`src/rtl/csi2_pkg.sv`:
```
// CSI-2 packet data-type constants and the frame sequencer state type.
// Shared by the sequencer top and its payload counter.
package csi2_pkg;

    localparam logic [7:0] DT_FRAME_START = 8'h00;
    localparam logic [7:0] DT_FRAME_END   = 8'h01;
    localparam logic [7:0] DT_LINE_START  = 8'h02;
    localparam logic [7:0] DT_LINE_END    = 8'h03;
    localparam logic [7:0] DT_LONG_MIN    = 8'h10;
    localparam logic [7:0] DT_LONG_MAX    = 8'h3F;

    typedef enum logic [1:0] {
        IDLE  = 2'd0,
        FRAME = 2'd1,
        LINE  = 2'd2
    } seq_state_t;

    function automatic logic is_long_packet(input logic [7:0] data_type);
        return (data_type >= DT_LONG_MIN) && (data_type <= DT_LONG_MAX);
    endfunction

    // ceil(word_count / 4) in 17 bits so 16'hFFFD..16'hFFFF cannot wrap.
    function automatic logic [15:0] beats_for_words(input logic [15:0] word_count);
        logic [16:0] sum;
        sum = {1'b0, word_count} + 17'd3;
        return {1'b0, sum[16:2]};
    endfunction

endpackage

```
`src/rtl/payload_counter.sv`:
```
// Saturating payload beat counter with the expected-length latch and compare.
// length_ok already includes a beat arriving in the same cycle.
module payload_counter
    import csi2_pkg::*;
(
    input  logic        clock,
    input  logic        reset,
    input  logic        start,
    input  logic        beat,
    input  logic [15:0] word_count,
    output logic        length_ok
);

    logic [15:0] beat_count;
    logic [15:0] expected_beats;
    logic [15:0] beat_sum;

    assign beat_sum  = (beat && (beat_count != 16'hFFFF)) ? beat_count + 16'd1 : beat_count;
    assign length_ok = (beat_sum == expected_beats);

    always_ff @(posedge clock) begin
        if (reset) begin
            beat_count     <= 16'd0;
            expected_beats <= 16'd0;
        end else begin
            beat_count <= start ? 16'd0 : beat_sum;
            if (start) begin
                expected_beats <= beats_for_words(word_count);
            end
        end
    end

endmodule

```
`src/rtl/frame_sequencer.sv`:
```
// Tracks CSI-2 frame/line envelopes for one virtual channel from decoded headers,
// forwards line payload and flags sync and length errors.
module frame_sequencer
    import csi2_pkg::*;
#(
    parameter logic [1:0] VIRTUAL_CHANNEL = 2'd0
) (
    input  logic            clock,
    input  logic            reset,
    input  logic            header_valid,
    input  logic [1:0]      virtual_channel,
    input  logic [7:0]      image_data_type,
    input  logic [15:0]     word_count,
    input  logic            image_data_enable,
    input  logic [3:0][7:0] image_data,
    input  logic            packet_end,
    output logic            frame_valid,
    output logic            line_valid,
    output logic [15:0]     frame_number,
    output logic [15:0]     line_number,
    output logic [3:0][7:0] pixel_data,
    output logic            pixel_data_valid,
    output logic            error_sync,
    output logic            error_length,
    output seq_state_t      debug_state
);

    seq_state_t  state;
    seq_state_t  state_next;
    logic [15:0] frame_next;
    logic [15:0] line_next;
    logic        sync_next;
    logic        length_next;
    logic        start_line;
    logic        length_ok;
    logic        hdr_match;
    logic        hdr_fs;
    logic        hdr_fe;
    logic        hdr_long;
    logic        beat_accept;

    assign hdr_match   = header_valid && (virtual_channel == VIRTUAL_CHANNEL);
    assign hdr_fs      = (image_data_type == DT_FRAME_START);
    assign hdr_fe      = (image_data_type == DT_FRAME_END);
    assign hdr_long    = is_long_packet(image_data_type);
    assign beat_accept = (state == LINE) && image_data_enable;

    assign frame_valid = (state != IDLE);
    assign line_valid  = (state == LINE);
    assign debug_state = state;

    payload_counter u_payload_counter (
        .clock      (clock),
        .reset      (reset),
        .start      (start_line),
        .beat       (beat_accept),
        .word_count (word_count),
        .length_ok  (length_ok)
    );

    // packet_end is resolved first; the header then acts on the resulting state.
    always_comb begin
        state_next  = state;
        frame_next  = frame_number;
        line_next   = line_number;
        sync_next   = 1'b0;
        length_next = 1'b0;
        start_line  = 1'b0;

        if ((state == LINE) && packet_end) begin
            state_next  = FRAME;
            line_next   = line_number + 16'd1;
            length_next = !length_ok;
        end

        // A frame-level header inside an unterminated line forces the line closed.
        if (hdr_match && (state_next == LINE) && (hdr_fs || hdr_fe || hdr_long)) begin
            sync_next  = 1'b1;
            state_next = FRAME;
            line_next  = line_number + 16'd1;
        end

        if (hdr_match) begin
            case (state_next)
                IDLE: begin
                    if (hdr_fs) begin
                        state_next = FRAME;
                        frame_next = word_count;
                        line_next  = 16'd0;
                    end else if (hdr_fe || hdr_long) begin
                        sync_next = 1'b1;
                    end
                end
                FRAME: begin
                    if (hdr_long) begin
                        state_next = LINE;
                        start_line = 1'b1;
                    end else if (hdr_fe) begin
                        state_next = IDLE;
                    end else if (hdr_fs) begin
                        sync_next  = 1'b1;
                        frame_next = word_count;
                        line_next  = 16'd0;
                    end
                end
                default: ;
            endcase
        end
    end

    always_ff @(posedge clock) begin
        if (reset) begin
            state            <= IDLE;
            frame_number     <= 16'd0;
            line_number      <= 16'd0;
            error_sync       <= 1'b0;
            error_length     <= 1'b0;
            pixel_data       <= '0;
            pixel_data_valid <= 1'b0;
        end else begin
            state            <= state_next;
            frame_number     <= frame_next;
            line_number      <= line_next;
            error_sync       <= sync_next;
            error_length     <= length_next;
            pixel_data_valid <= beat_accept;
            if (beat_accept) begin
                pixel_data <= image_data;
            end
        end
    end

endmodule

```
`config.mk`:
```
export PLATFORM = sky130hd
export DESIGN_NAME = frame_sequencer
export DESIGN_NICKNAME = d
export VERILOG_FILES = /design/src/rtl/csi2_pkg.sv /design/src/rtl/payload_counter.sv /design/src/rtl/frame_sequencer.sv
export SDC_FILE = /design/constraint.sdc
export NUM_CORES = 1
export LEC_CHECK = 0
export CORE_ASPECT_RATIO = 0.8
export CORE_MARGIN = 4
export CORE_UTILIZATION = 53
export CTS_BUF_LIST = sky130_fd_sc_hd__clkbuf_4
export DETAILED_ROUTE_END_ITERATION = 7
export GPL_TIMING_DRIVEN = 0
export PLACE_DENSITY_LB_ADDON = 0.15
export SLEW_MARGIN = 20
export SYNTH_ARGS = -nofsm -noshare
export SYNTH_HDL_FRONTEND = slang
export SYNTH_SLANG_ARGS = --single-unit
```
`constraint.sdc`:
```
create_clock -name clock -period 4.88 [get_ports clock]
set_input_delay 0.732 -clock clock [delete_from_list [all_inputs] [get_ports clock]]
set_output_delay 0.732 -clock clock [all_outputs]
set_load 0.01 [all_outputs]
```
==> results.yml <==
finish:
  multi_input_area_sq_um: 2470
  ff_latch_area_sq_um: 2000
  nFillCells: 660
  syn2layout_area_growth_pct: 34.5
  layout.nets: 772
  drive_above_1_share: 0.0660
  antenna_cells: 0
  final_cells: 824
global_routing:
  grt_pass1_vias: 4336
  grt-ovfl-total: 0
  grt_usage: 0.248
  antenna_found_initial: 0
  grt_pass1_wl_um: 20800
  grt_max_degree: 16
timing:
  fmax_mhz: 344
  skew_ps: 22.0
  rsz0062_at_grt: "false"
  period_minus_slack_ps: 2900
  tns_ps: 0
  timing.hold.ws_ps: 464
  timing.final.crit_share: 0.595
  tightest_slew_ps: 567
  worst_slack_ps: 1980
  drv_slew: 0
  max_slew_margin: 0.622
  hold_viol: 0
  setup_viol: 0
detailed_routing:
  firstDrtPassIters: 5
  antenna_left: 0
  drtIter0Drc: 218
  drcViolationCount: 0
  vias_per_cell: 5.44
  routed_wl_um: 13000
  vias: 4480
  wire_per_inst_um: 15.8
power_and_ir_drop:
  vdd_drop_max_v: 0.000222
  combPwrFrac: 0.067
  pwr-share-seq: 0.606
  switching_share: 0.225
  clkPwrFrac: 0.326
  p_int_mw: 1.04
  finalPower_mw: 1.35
  p_sw_mw: 0.304
  leakagePower_nw: 2.11
  p_per_area_nw_per_um2: 216
worst_setup_path:
  cp-startpoint: "image_data_enable"
  cp.arrival_ps: 3240
  crit_fanout: 10
  cp_cell_sequence: "clkdlybuf4s50_1 -> nand3b_4 -> buf_2 -> nor4_1 -> mux2i_1 -> xor2_1 -> nand3_1 -> nor4_1 -> a31oi_1"
  path_class: "in2reg"
  worst_setup_path_end_kind: "flip-flop"
  start_kind: "input port"
  critPathRequiredTime_ps: 5210
  r2r_cells: 8
  cpMostUsedCell: "nor4_1"
  crit-reg2reg-launch: "u_payload_counter.beat_count[0]"
  cp_slowest_cell: "clkdlybuf4s50_1"
  max_stage_delay_ps: 520
synthesis:
  avgSynthCellArea_sq_um: 8.23
  ys_types: 65
  synth_ff_type: "dfxtp_1"
  synth_edf_count: 0
  synth_area_sq_um: 4640
  async_flop_share: 0
  yosysWarnings: 0
  synthCells: 564
  syn_nets: 629
  ys_seq_area_frac: 0.431
  ys_seq_elements: 100
outcome:
  status: "finished, final reports clean"
placed_design:
  place_inst: 808
  place.gp.congestion: 0.869
  numPortBuffers: 132
  place_ws_ps: 1610
  post-dp-hpwl_um: 10100
clock_network:
  h-tree-depth: 3
  cts.sinks: 100
  cts_setup_buffers: 0
  clk_pin_slew_ps: 160
  cts_resized: 0
  tritoncts: "built"
  cts_made_buffers: 9
  ctsRootBufferMaster: "clkbuf_4"
  insertion_delay_ps: 460
  clockBufferDepth: 2
  hold_buffers: 0
job:
  max_cap_violations: 0
die:
  pin_count: 134
  num_rows: 30
  initial_utilization: 0.545
  die_x_um: 113
  core_sq_um: 8520
  dieArea_sq_um: 10300
  die_h_um: 91.7
hold_path:
  min_path_cells: 2
  hold_path.class: "reg2reg"
  min_from: "pixel_data[10]"
cells in the final DEF, fill, tap and decap left out, types with 4 or more instances in the layout:
cell,count
buf_1,4
nand3b_1,4
a211oi_1,11
xor2_1,22
o21ai_0,9
nand4_1,12
nand2b_1,5
nand3_1,13
nor2b_1,5
buf_2,9
nand2_1,125
and3_1,4
a21oi_1,57
clkbuf_1,18
mux2i_1,7
inv_1,6
dfxtp_1,100
nor4_1,4
nor2_1,59
clkbuf_4,12
nor3_1,7
xnor2_1,24
clkdlybuf4s50_1,132
flip-flops by register name, summed over array words and instances, names as in the netlist:
register and cells:
debug_state 2, error_length 1, error_sync 1, frame_number 16, line_number 16, pixel_data 32
pixel_data_valid 1, u_payload_counter.beat_count 16, u_payload_counter.expected_beats 15
cell usage after synthesis, drive strengths merged, types with 6 or more instances:
library cell  count  share of area
a211oi           11          0.018
a21oi            57          0.061
buf              15          0.016
clkbuf           18          0.015
dfxtp           100           0.43
inv               6         0.0049
mux2i             7          0.015
nand2           125           0.10
nand3            14          0.016
nand4            16          0.029
nor2             60          0.049
nor3              9          0.012
nor4              7          0.015
o21ai            10          0.012
xnor2            24          0.045
xor2             22          0.042
path summary, 6_finish.rpt:
kind                     to  slack (ps)
max            error_length        1980
max reg2reg    error_length        1990
min reg2reg  pixel_data[10]         460
min          pixel_data[10]         460
logic make-up (layout without fill, tap and decap cells):
kind of cell / after synthesis / after routing / synth area share
AND/OR/NAND/NOR: 266 / 266 / 0.281
AO/OA/AOI/OAI: 101 / 101 / 0.133
flip-flops: 100 / 100 / 0.431
XOR/XNOR: 48 / 48 / 0.0965
buffers and inverters: 39 / 187 / 0.0356
multiplexers: 8 / 8 / 0.0175
adder cells (fa/ha/maj): 2 / 2 / 0.00539
worst max-delay path: cells and delay by family:
family                 cells  cell delay, ps
XOR/XNOR                   1             170
buffers and inverters      2             770
multiplexers               1             310
AND/OR/NAND/NOR            4            1080
AO/OA/AOI/OAI              1             160
cell type report:
type | instances | share of cell area
Buffer | 33 | 0.0229
Clock buffer | 12 | 0.0144
Clock inverter | 4 | 0.00802
Inverter | 6 | 0.00361
Multi-Input combinational cell | 425 | 0.396
Sequential cell | 100 | 0.321
Tap cell | 112 | 0.0224
Timing Repair Buffer | 132 | 0.212
layer usage:
metal  track usage  part of all wire  vias to the layer above
met5             0                 0                        -
met4        0.0771             0.018                        0
met3        0.0838             0.085                       16
met2         0.398              0.46                      163
met1         0.317              0.44                     2094
li1              -                 -                     2207
power groups by stage:
stage | Clock (mW) | Combinational [mW] | Sequential [mW]
finish | 0.440 | 0.0909 | 0.817
global route | 0.480 | 0.0971 | 0.817
CTS | 0.452 | 0.0906 | 0.817
detailed placement | 0 | 0.0901 | 0.835
global placement | 0 | 0.0887 | 0.835
floorplan | 0 | 0.0248 | 0.835
stage by stage:
step	cell area (sq um)	util
4_1_cts	6240	0.733
6_report	6240	0.733
3_3_place_gp	6100	0.716
3_5_place_dp	6100	0.716
5_1_grt	6240	0.733
2_1_floorplan	4640	-
Note: power is estimated with default switching activity, not from simulation.
